<file path="src/rtl/mem_arbiter_pkg.sv">
// Shared constants for the icache/dcache memory arbiter: bus widths, FSM state
// encodings, owner encoding and the latched request record.
package mem_arbiter_pkg;

  localparam int ADDR_W     = 32;
  localparam int DATA_W     = 32;
  localparam int MASK_W     = 4;
  localparam int BEAT_CNT_W = 4;   // holds 0..15, enough for BEATS up to 16
  localparam int D_RUN_W    = 4;   // holds 0..15, enough for MAX_D_RUN up to 15

  localparam logic [1:0] ST_IDLE  = 2'd0;
  localparam logic [1:0] ST_ISSUE = 2'd1;
  localparam logic [1:0] ST_RESP  = 2'd2;

  localparam logic OWNER_DC = 1'b0;
  localparam logic OWNER_IC = 1'b1;

  typedef struct packed {
    logic              owner;
    logic              rnw;
    logic [ADDR_W-1:0] addr;
    logic [DATA_W-1:0] wdata;
    logic [MASK_W-1:0] wmask;
  } req_fields_t;

  localparam int REQ_W = $bits(req_fields_t);

endpackage

</file>
<file path="src/rtl/mem_arbiter_req_latch.sv">
// Clock-enabled holding register for the granted request; cleared by reset so
// the memory-side request fields read as zero while the block is in reset.
module req_latch #(
  parameter int W = 1
) (
  input  logic         clk,
  input  logic         reset_n,
  input  logic         en_i,
  input  logic [W-1:0] d_i,
  output logic [W-1:0] q_o
);

  logic [W-1:0] data_q;

  // NOTE: this datapath register is reset on purpose; without it mem_req_* would
  // carry stale or X values out of reset instead of zero.
  always_ff @(posedge clk or negedge reset_n) begin
    if (!reset_n) begin
      data_q <= '0;
    end else if (en_i) begin
      // NOTE: non-blocking assignment so every flop samples pre-edge values,
      // independent of the order in which always_ff blocks are evaluated.
      data_q <= d_i;
    end
  end

  assign q_o = data_q;

endmodule

</file>
<file path="src/rtl/mem_arbiter.sv">
// Two-requester (icache/dcache) single-outstanding memory arbiter with dcache
// priority, bounded icache starvation, and routing of read beats to the owner.
module mem_arbiter
  import mem_arbiter_pkg::*;
#(
  parameter int BEATS     = 4,
  parameter int MAX_D_RUN = 4
) (
  input  logic        clk,
  input  logic        reset_n,

  input  logic        ic_req_valid,
  output logic        ic_req_ready,
  input  logic [31:0] ic_req_addr,

  input  logic        dc_req_valid,
  output logic        dc_req_ready,
  input  logic        dc_req_rnw,
  input  logic [31:0] dc_req_addr,
  input  logic [31:0] dc_req_wdata,
  input  logic [3:0]  dc_req_wmask,

  output logic        ic_resp_valid,
  output logic        dc_resp_valid,
  output logic [31:0] resp_data,

  output logic        mem_req_valid,
  input  logic        mem_req_ready,
  output logic        mem_req_rnw,
  output logic [31:0] mem_req_addr,
  output logic [31:0] mem_req_wdata,
  output logic [3:0]  mem_req_wmask,

  input  logic        mem_resp_valid,
  input  logic [31:0] mem_resp_data
);

  logic [1:0]            state_q, state_d;
  logic [BEAT_CNT_W-1:0] beat_q, beat_d;
  logic [D_RUN_W-1:0]    d_run_q, d_run_d;

  logic        in_idle;
  logic        d_run_full;
  logic        ic_win;
  logic        dc_win;
  logic        grant;
  logic        last_beat;
  logic        resp_beat;

  req_fields_t       req_d;
  req_fields_t       req_q;
  logic [REQ_W-1:0]  req_q_bits;

  assign in_idle    = (state_q == ST_IDLE);
  assign d_run_full = (d_run_q == D_RUN_W'(MAX_D_RUN));
  assign last_beat  = (beat_q == BEAT_CNT_W'(BEATS - 1));

  // dcache normally wins; icache takes the slot once dcache has had its run.
  assign ic_win = in_idle && ic_req_valid && (!dc_req_valid || d_run_full);
  assign dc_win = in_idle && dc_req_valid && !ic_win;
  assign grant  = ic_win || dc_win;

  // NOTE: every variable driven here gets a default first, so no path leaves
  // it unassigned and no latch is inferred.
  always_comb begin
    req_d = '0;
    if (ic_win) begin
      req_d.owner = OWNER_IC;
      req_d.rnw   = 1'b1;
      req_d.addr  = ic_req_addr;
    end else begin
      req_d.owner = OWNER_DC;
      req_d.rnw   = dc_req_rnw;
      req_d.addr  = dc_req_addr;
      req_d.wdata = dc_req_wdata;
      req_d.wmask = dc_req_wmask;
    end
  end

  req_latch #(
    .W (REQ_W)
  ) u_req_latch (
    .clk     (clk),
    .reset_n (reset_n),
    .en_i    (grant),
    .d_i     (req_d),
    .q_o     (req_q_bits)
  );

  assign req_q = req_q_bits;

  // Run length of dcache grants taken while icache was kept waiting.
  always_comb begin
    d_run_d = d_run_q;
    if (ic_win) begin
      d_run_d = '0;
    end else if (dc_win) begin
      if (!ic_req_valid) begin
        d_run_d = '0;
      end else if (!d_run_full) begin
        d_run_d = d_run_q + D_RUN_W'(1);
      end
    end
  end

  always_comb begin
    state_d = state_q;
    beat_d  = beat_q;
    case (state_q)
      ST_IDLE: begin
        if (grant) state_d = ST_ISSUE;
      end
      ST_ISSUE: begin
        if (mem_req_ready) state_d = req_q.rnw ? ST_RESP : ST_IDLE;
      end
      ST_RESP: begin
        if (mem_resp_valid) begin
          if (last_beat) begin
            state_d = ST_IDLE;
            beat_d  = '0;
          end else begin
            beat_d = beat_q + BEAT_CNT_W'(1);
          end
        end
      end
      default: begin
        state_d = ST_IDLE;
        beat_d  = '0;
      end
    endcase
  end

  always_ff @(posedge clk or negedge reset_n) begin
    if (!reset_n) begin
      state_q <= ST_IDLE;
      beat_q  <= '0;
      d_run_q <= '0;
    end else begin
      state_q <= state_d;
      beat_q  <= beat_d;
      d_run_q <= d_run_d;
    end
  end

  // Readies are combinational on the request valids, so gate them with reset.
  assign ic_req_ready = reset_n && ic_win;
  assign dc_req_ready = reset_n && dc_win;

  assign mem_req_valid = (state_q == ST_ISSUE);
  assign mem_req_rnw   = req_q.rnw;
  assign mem_req_addr  = req_q.addr;
  assign mem_req_wdata = req_q.wdata;
  assign mem_req_wmask = req_q.wmask;

  assign resp_beat     = (state_q == ST_RESP) && mem_resp_valid;
  assign ic_resp_valid = resp_beat && (req_q.owner == OWNER_IC);
  assign dc_resp_valid = resp_beat && (req_q.owner == OWNER_DC);
  assign resp_data     = resp_beat ? mem_resp_data : '0;

endmodule

</file>
<file path="config.mk">
export PLATFORM = sky130hd
export DESIGN_NAME = mem_arbiter
export DESIGN_NICKNAME = d
export VERILOG_FILES = /design/src/rtl/mem_arbiter_pkg.sv /design/src/rtl/mem_arbiter_req_latch.sv /design/src/rtl/mem_arbiter.sv
export SDC_FILE = /design/constraint.sdc
export NUM_CORES = 1
export LEC_CHECK = 0
export CAP_MARGIN = 15
export CORE_AREA = 2 2 105 107
export DETAILED_ROUTE_END_ITERATION = 12
export DIE_AREA = 0 0 107 109
export GPL_ROUTABILITY_DRIVEN = 0
export GPL_TIMING_DRIVEN = 0
export HOLD_SLACK_MARGIN = 0.15
export PLACE_DENSITY = 0.9
export SLEW_MARGIN = 40
export SYNTH_ARGS = -nofsm -noshare
export SYNTH_HDL_FRONTEND = slang
export SYNTH_SLANG_ARGS = --single-unit
</file>
<file path="constraint.sdc">
create_clock -name clk -period 4.2 [get_ports clk]
set_clock_uncertainty 0.05 [all_clocks]
set_input_delay 0.63 -clock clk [delete_from_list [all_inputs] [get_ports clk]]
set_output_delay 0.63 -clock clk [all_outputs]
set_load 0.005 [all_outputs]
</file>
Word level (Yosys, flattened, before mapping)
Cells that the tools add are included.
{ "classes": {"muxes": 16, "n_eq_ne": 9, "n_reduce_logical": 19, "addsub": 2, "bitwise": 2} }
{ "ops": {"columns": ["cell", "n"], "rows": [
  ["2-to-1 mux 36 bit", 1],
  ["2-to-1 mux 34 bit", 1],
  ["2-to-1 mux 32 bit", 1],
  ["2-to-1 mux 4 bit", 6],
  ["2-to-1 mux 2 bit", 5],
  ["logical AND 1 bit", 9],
  ["adder 4 x 1 -> 4 bit (second input constant)", 2],
  ["one-hot mux 4 bit (2 select lines)", 1],
  ["one-hot mux 2 bit (3 select lines)", 1],
  ["equality test 4 x 2 -> 1 bit (second input constant)", 1],
  ["equality test 4 x 3 -> 1 bit (second input constant)", 1],
  ["inequality test 2 x 1 -> 1 bit (second input constant)", 2],
  ["inequality test 2 bit (second input constant)", 2],
  ["AND reduction 2 bit", 2],
  ["AND reduction 4 bit", 1],
  ["inequality test 3 x 2 -> 1 bit (second input constant)", 1],
  ["equality test 2 x 1 -> 1 bit (second input constant)", 1],
  ["equality test 2 bit (second input constant)", 1],
  ["zero test 1 bit", 2],
  ["zero test 2 bit", 1],
  ["logical OR 1 bit", 2],
  ["NOT 1 bit", 2],
  ["nonzero test 2 bit", 1],
  ["OR reduction 2 bit", 1]
]} }
{ "word_totals": {"word_cells": 52, "out_inout_bits": 106, "ff_bits": 80} }

Longest topological paths before layout
Gate-level depths: netlist (run 1).
{ "depth": {"ltp_word": 8, "mapped_depth": 7} }

Hierarchy
A second synthesis (run 1) with hierarchy kept.
{ "hier_totals": {"cells_unflattened": 328, "hier_area_um2": 4463.0} }
{ "modules_own_cells": {"columns": ["module", "area_each_um2", "cells_each", "n_inst"], "rows": [
  ["req_latch", 2954.1, 148, 1],
  ["mem_arbiter", 1508.9, 180, 1]
]} }

Least setup slack after synthesis (run 1)
OpenSTA, ideal clock, no wires.
{ "synth_path": {"path_kind": "register to output", "from": "register d_run_q[0]", "to": "output port ic_req_ready", "path_stages_with_launch": 7, "slack_ps": 1948, "n_path_buf": 1, "t_arrival_ps": 1572, "required_ps": 3520, "path_cell_list": "dfrtp_1 inv_1 ha_1 nand3b_4 a2111oi_4 buf_6 and2_1"} }
{ "synth_via": {"elab_chain_cells": 4} }
{ "synth_lines": {"columns": ["element", "line_no", "rtl"], "rows": [
  ["start, declared", "mem_arbiter.sv:40", "logic [D_RUN_W-1:0] d_run_q, d_run_d;"],
  ["start signal, assigned", "mem_arbiter.sv:141", "d_run_q <= d_run_d;"],
  ["equality test 4 x 3 -> 1 bit", "mem_arbiter.sv:55", "assign d_run_full = (d_run_q == D_RUN_W'(MAX_D_RUN));"],
  ["logical OR 1 bit", "mem_arbiter.sv:59", "assign ic_win = in_idle && ic_req_valid && (!dc_req_valid || d_run_full);"],
  ["logical AND 1 bit", "mem_arbiter.sv:59", null],
  ["logical AND 1 bit", "mem_arbiter.sv:146", "assign ic_req_ready = reset_n && ic_win;"],
  ["end, declared", "mem_arbiter.sv:13", "output logic ic_req_ready,"]
]} }
Every way passes these cells.

Worst setup path after layout (run 1)
Same ends and word-level chain as after synthesis.

==> results of run 1 <==
## area by class of cell
class,instances,share of cell area (%)
clock buffer,10,1.935
buffer,95,9.057
timing repair buffer,246,34.77
multi-input combinational,182,19.15
inverter,54,2.849
tap,140,2.462
sequential,80,28.14
clock inverter,6,1.636
## metrics by stage
stage | std cells | power (uW) | hold slack (ns)
after CTS | 813 | 4295 | 0.4563
after detailed placement | 796 | 3564 | 0.4329
after global placement | 795 | 3468 | 0.4342
after floorplan | 411 | 2445 | 0.2844
final | 813 | 4258 | 0.4508
after global routing | 813 | 4529 | 0.4735
## synthesized netlist by cell type (all sizes together), types with 2 or more instances
master	count
buf	84
dfrtp	80
inv	54
a22o	39
and2	36
a21oi	26
a221oi	23
clkbuf	11
a221o	10
a21boi	9
nand2	5
nor2	4
ha	3
o21ai	3
a31oi	2
nand2b	2
nand3	2
nand3b	2
or2	2
## state kept, by name (all words and copies together), names as in the netlist
name / flops
u_req_latch.q_o: 70
d_run_q: 4
beat_q: 4
state_q: 2
## worst max-delay path by stage
stage	to	slack, ns	startpoint
6_report	ic_req_ready	0.81	d_run_q[0]
5_1_grt	ic_req_ready	0.65	d_run_q[0]
4_1_cts	ic_req_ready	0.76	d_run_q[0]
3_5_place_dp	ic_req_ready	0.86	dc_req_valid
3_3_place_gp	ic_req_ready	-1.03	reset_n
2_1_floorplan	ic_req_ready	1.95	d_run_q[0]
## report_power, final
part	internal, uW	total, uW	switching [uW]	leakage [uW]
clock	414	702	288	0.000127
sequential	1100	1310	204	0.000977
combinational	1420	2250	827	0.00216
total	2940	4260	1320	0.00326
## cells by family (layout without fill, tap and decap cells)
family | Yosys count | after routing | share of synthesized area, %
flip-flops | 80 | 80 | 47.53
buffers and inverters | 149 | 411 | 20.11
multiplexers | 1 | 1 | 0.2674
AND/OR/NAND/NOR | 59 | 59 | 8.735
AO/OA/AOI/OAI | 119 | 119 | 22.46
adder cells (fa/ha/maj) | 3 | 3 | 0.8914
## per-layer routing
metal  vias up  GRT usage, %  part of all wire [%]  wire [um]
met1      1850         27.00                    42       5312
met3        25         4.483                   6.5        834
met4         0         7.421                   2.2        280
met2       190         37.72                    50       6326
li1       1868             -                     -          -
met5         -             0                     0          0
## worst reg2reg max path, cell delays in order, from the launching register on
cell and delay, ns:
dfrtp_1 0.41, inv_1 0.09, ha_1 0.19, nand3b_4 0.12, a2111oi_4 0.71, buf_4 0.30
a221oi_1 0.11
==> metrics.md, run 1 <==
| Metric | Value |
|---|---|
| Pin count of the biggest net entering global routing | `44` |
| Worst slew margin | `a little over half` |
| Final HPWL from detailed placement | `between 9 and 10 mm` |
| CP Cell Sequence | `inv_1, ha_1, nand3b_4, a2111oi_4, buf_6, and2_1, clkdlybuf4s50_1` |
| Total number of vias | `3,933` |
| Post-Syn Area | `between 0.004 and 0.005 mm2` |
| Number of synthesized flops with an enable pin | `0` |
| Post-synth cell types | `38` |
| Syn_nets | `around 550` |
| Clk sink count | `80` |
| Setup tns final | `0 ns` |
| Final Max Tran Viols | `0` |
| Clock-pin slew on the worst setup and hold paths | `roughly 0.08 ns` |
| Hold depth | `1` |
| Worst setup SP type | `flop` |
| Top post-synthesis cells by area | `dfrtp_1, buf_4, a22o_1, and2_1, inv_1` |
| First-pass iteration count of the detailed router | `5` |
| Clock H-tree levels | `3` |
| Die H | `109 um` |
| Placeable Area | `roughly 0.011 mm2` |
| CP Capture Type | `output port` |
| YS warnings | `0` |
| Post-synthesis instance total | `approximately 400` |
| Ys async rst share | `100.0%` |
| Root Buffer | `clkbuf_8` |
| Final Setup Violations | `0` |
| Horiz. Die Dim | `107 um` |
| Detailed router's first-iteration violation count | `approximately 160` |
| Post-CTS Setup Repair Bufs | `0` |
| Number of hold buffers added after CTS | `1` |
| Layout area overhead | `68.92%` |
| Most frequent cells in the layout | `clkdlybuf4s50_1, dfrtp_1, buf_4` |
| PnR worst setup slack | `about 0.81 ns` |
| Crit share post-route | `80.82%` |
| Fin area | `roughly 0.0071 mm2` |
| CTS Buf Count | `9` |
| Worst Max-Slew Pin Slew | `0.6876 ns` |
| Number of antenna violations at the first check in global routing | `0` |
| Buffers added on ports | `around 240` |
| Critical-path top delay cell | `a2111oi_4` |
| Vias in the first global route | `slightly above 4,000` |
| Final Net Count | `810` |
| Number of max-capacitance violations reported | `0` |
| Sequential fraction of the synthesis area | `between 40% and 50%` |
| CTS tree | `built` |
| Placement Setup Slack | `between 0.8 and 0.9 ns` |
| Worst path bufs/invs | `3` |
| CP top delay family | `buffers and inverters` |
| Post-DP Area | `0.006850 mm2` |
| Clock Latency Late Sink | `about 0.34 ns` |
| Highest clock rate | `approximately 0.3 GHz` |
| Reg2reg start | `d_run_q[0]` |
| Antenna viol nets, final | `0` |
| Sequential cell area | `between 0.002 and 0.0025 mm2` |
| Final Hold Viols | `0` |
| Mean Syn Cell Area | `slightly above 10 um2` |
| Most common cell after layout, fill and taps aside | `clkdlybuf4s50_1` |
| Kind of critical path | `flop to output port` |
| Hold Path Class | `flop to flop` |
| Synth area leader | `dfrtp_1` |
| Worst endpoint data arrival time | `~2.7 ns` |
| Min-delay src | `u_req_latch.q_o[18]` |
| P per Cell Area | `598.5 mW/mm2` |
| Tot GR Track Use | `a little over a fifth` |
| Avg WL per Cell | `between 15 and 20 um` |
| DRC Markers | `0` |
| Max VDD drop | `approximately 0.00032 V` |
| Status | `complete, no violations` |
| Overflow after GRT | `0` |
| Num rows | `38` |
| First-pass GRT wire length | `roughly 20 mm` |
| Total leakage power | `~0.0033 uW` |
| Yosys reg bits | `80` |
| Synth top area share | `between 40% and 50%` |
| Multi-input gate area | `about 0.0014 mm2` |
| Ant diodes | `0` |
| R2R cell count | `6` |
| Final core occ | `approximately 67%` |
| # fillers | `about 800` |
| Unrepaired setup endpoints after global routing | `false` |
| CTS max path bufs | `2` |
| Crit-path max FO | `10` |
| Reg2Reg Setup Slack | `roughly 2.1 ns` |
| Slowest stage delay, CP | `about 0.71 ns` |
| CTS-repair resized insts | `0` |
| Num ports | `approximately 250` |
| Layout cells sized above 1 | `16.05%` |
| Critical path depth | `7` |
| R2R Path End | `u_req_latch.q_o[48]` |
| Via density | `roughly 4.8` |
| Dominant synthesized flop cell | `dfrtp_1` |
| Initial Util | `39.72%` |
| Worst Hold End | `u_req_latch.q_o[18]` |
| Min Tclk post-route | `3.395 ns` |
| Die area | `roughly 0.012 mm2` |
| Routed WL | `12.75 mm` |
| Critical Path RT | `3.52 ns` |
Note: power is estimated with default switching activity, not from simulation.
==> run 2: changes to the inputs <==
--- a/config.mk
+++ b/config.mk
@@ -6,13 +6,13 @@
 export NUM_CORES = 1
 export LEC_CHECK = 0
 export CAP_MARGIN = 15
-export CORE_AREA = 2 2 105 107
+export CORE_AREA = 2 2 109 111
 export DETAILED_ROUTE_END_ITERATION = 12
-export DIE_AREA = 0 0 107 109
+export DIE_AREA = 0 0 111 113
 export GPL_ROUTABILITY_DRIVEN = 0
 export GPL_TIMING_DRIVEN = 0
 export HOLD_SLACK_MARGIN = 0.15
-export PLACE_DENSITY = 0.9
+export PLACE_DENSITY = 0.85
 export SLEW_MARGIN = 40
 export SYNTH_ARGS = -nofsm -noshare
 export SYNTH_HDL_FRONTEND = slang
==> constraint.sdc (replaced) <==
create_clock -name clk -period 3.29 [get_ports clk]
set_clock_uncertainty 0.05 [all_clocks]
set_input_delay 0.4935 -clock clk [delete_from_list [all_inputs] [get_ports clk]]
set_output_delay 0.4935 -clock clk [all_outputs]
set_load 0.005 [all_outputs]
==> metrics.md, run 2 (same netlist as run 1, synthesis figures left out) <==
| Metric | Value |
|---|---|
| Status | `complete, no violations` |
| # fillers | `around 900` |
| CTS max path bufs | `2` |
| Critical Path RT | `between 2 and 3 ns` |
| First-pass iteration count of the detailed router | `4` |
| Hold depth | `1` |
| Tot Pwr | `5600 uW` |
| Detailed router's first-iteration violation count | `approximately 270` |
| Max VDD drop | `0.0003840 V` |
| Worst setup SP type | `flop` |
| Met3 wire len | `a little over 800 um` |
| CTS Buf Count | `9` |
| Avg WL per Cell | `about 15 um` |
| Most frequent cells in the layout | `clkdlybuf4s50_1, dfrtp_1, buf_4` |
| Sequential cell area | `approximately 0.002 mm2` |
| Crit-path max FO | `10` |
| Post-CTS Setup Repair Bufs | `0` |
| Final Net Count | `~800` |
| Num rows | `39` |
| Routed WL | `12.58 mm` |
| Crit share post-route | `a little over nine tenths` |
| CTS tree | `built` |
| Final Setup Violations | `0` |
| Worst slew margin | `between 60% and 70%` |
| Highest clock rate | `~0.32 GHz` |
| Antenna viol nets, final | `0` |
| Vias in the first global route | `around 4,000` |
| Die area | `between 0.01 and 0.015 mm2` |
| Final Max Tran Viols | `0` |
| Die H | `113 um` |
| Unrepaired setup endpoints after global routing | `false` |
| Min Tclk post-route | `between 3 and 4 ns` |
| Number of antenna violations at the first check in global routing | `0` |
| Slowest stage delay, CP | `~0.58 ns` |
| Most common cell after layout, fill and taps aside | `clkdlybuf4s50_1` |
| Root Buffer | `clkbuf_16` |
| Worst Max-Slew Pin Slew | `~0.59 ns` |
| R2R cell count | `6` |
| Final Hold Viols | `0` |
| CP top delay family | `buffers and inverters` |
| Overflow after GRT | `0` |
| Kind of critical path | `flop to output port` |
| Clock-pin slew on the worst setup and hold paths | `~0.060 ns` |
| Placeable Area | `0.01127 mm2` |
| Number of max-capacitance violations reported | `0` |
| Horiz. Die Dim | `111 um` |
| Layout area overhead | `71.00%` |
| Num ports | `between 200 and 250` |
| Met2 wire length | `between 6 and 7 mm` |
| Layout cells sized above 1 | `16.05%` |
| Hold slack | `around 0.45 ns` |
| Ant diodes | `0` |
| Final HPWL from detailed placement | `roughly 9.8 mm` |
| Multi-input gate area | `between 0.001 and 0.0015 mm2` |
| Critical-path top delay cell | `a2111oi_4` |
| Tot GR Track Use | `19.77%` |
| Buffers added on ports | `approximately 240` |
| Pin count of the biggest net entering global routing | `52` |
| P per Cell Area | `777.6 mW/mm2` |
| Worst endpoint data arrival time | `roughly 2.6 ns` |
| Clock Latency Late Sink | `between 0.3 and 0.4 ns` |
| Initial Util | `37.36%` |
| Clock H-tree levels | `3` |
| Fin area | `0.007202 mm2` |
| Total number of vias | `a little under 4,000` |
| Clk sink count | `80` |
| Via density | `4.799` |
| Hold Path Class | `flop to flop` |
| Max FFs per register | `70` |
| CP Cell Sequence | `inv_1, ha_1, nand3b_4, a2111oi_4, buf_6, and2_1, clkdlybuf4s50_1` |
| DRC Markers | `0` |
| Post-DP Area | `0.006862 mm2` |
| Setup tns final | `0 ns` |
| Top sig layer | `met4` |
| CP Capture Type | `output port` |
| Critical path depth | `7` |
| Total leakage power | `~0.0033 uW` |
| First-pass GRT wire length | `20.16 mm` |
| Worst path bufs/invs | `3` |
| M1 wire length | `5.304 mm` |
## run 2: report_power, final
group          switching (uW)  internal, uW
clock                     396           689
sequential                257          1410
combinational            1030          1810
total                    1690          3910
## run 2: worst paths after layout
kind | to | startpoint | slack [ns]
min in group asynchronous | u_req_latch.q_o[4] | reset_n | 0.57
max in group asynchronous | u_req_latch.q_o[62] | reset_n | 2.07
min | u_req_latch.q_o[18] | u_req_latch.q_o[18] | 0.45
min reg2reg | u_req_latch.q_o[18] | u_req_latch.q_o[18] | 0.45
max | ic_req_ready | d_run_q[1] | 0.18
max reg2reg | u_req_latch.q_o[41] | state_q[1] | 1.27
## run 2: routing by layer
metal	GRT usage [%]	vias to the layer above
met1	24.71	1875
met5	0	-
met2	34.07	154
met4	6.917	0
li1	-	1865
met3	4.339	22
## run 2: per-stage QoR
step	utilization, %	worst slack, ns	instances
5_1_grt	63.89	0.03978	816
3_5_place_dp	60.87	0.2536	799
2_1_floorplan	-	1.174	411
4_1_cts	63.89	0.09264	816
6_report	63.89	0.1844	816
3_3_place_gp	60.62	-1.768	798
## run 2: what timing repair did
action	CTS	global route
resized for setup	0	0
setup endpoints to repair	0	1
endpoints found under the hold margin	29	0
hold buffers	1	0
## run 2: final cells by class
| class | instances | area share [%] |
|---|---|---|
| timing repair buffer | 246 | 34.45 |
| clock inverter | 6 | 1.268 |
| inverter | 54 | 2.814 |
| buffer | 95 | 8.947 |
| multi-input combinational | 182 | 18.92 |
| clock buffer | 10 | 3.318 |
| tap | 143 | 2.484 |
| sequential | 80 | 27.80 |
==> run 3: changes to the inputs <==
--- a/config.mk
+++ b/config.mk
@@ -5,6 +5,7 @@
 export SDC_FILE = /design/constraint.sdc
 export NUM_CORES = 1
 export LEC_CHECK = 0
+export ABC_AREA = 0
 export CAP_MARGIN = 15
 export CORE_AREA = 2 2 109 111
 export DETAILED_ROUTE_END_ITERATION = 12
==> results of run 3 <==
No change in the layout: final DEF, timing and power equal those of run 2.
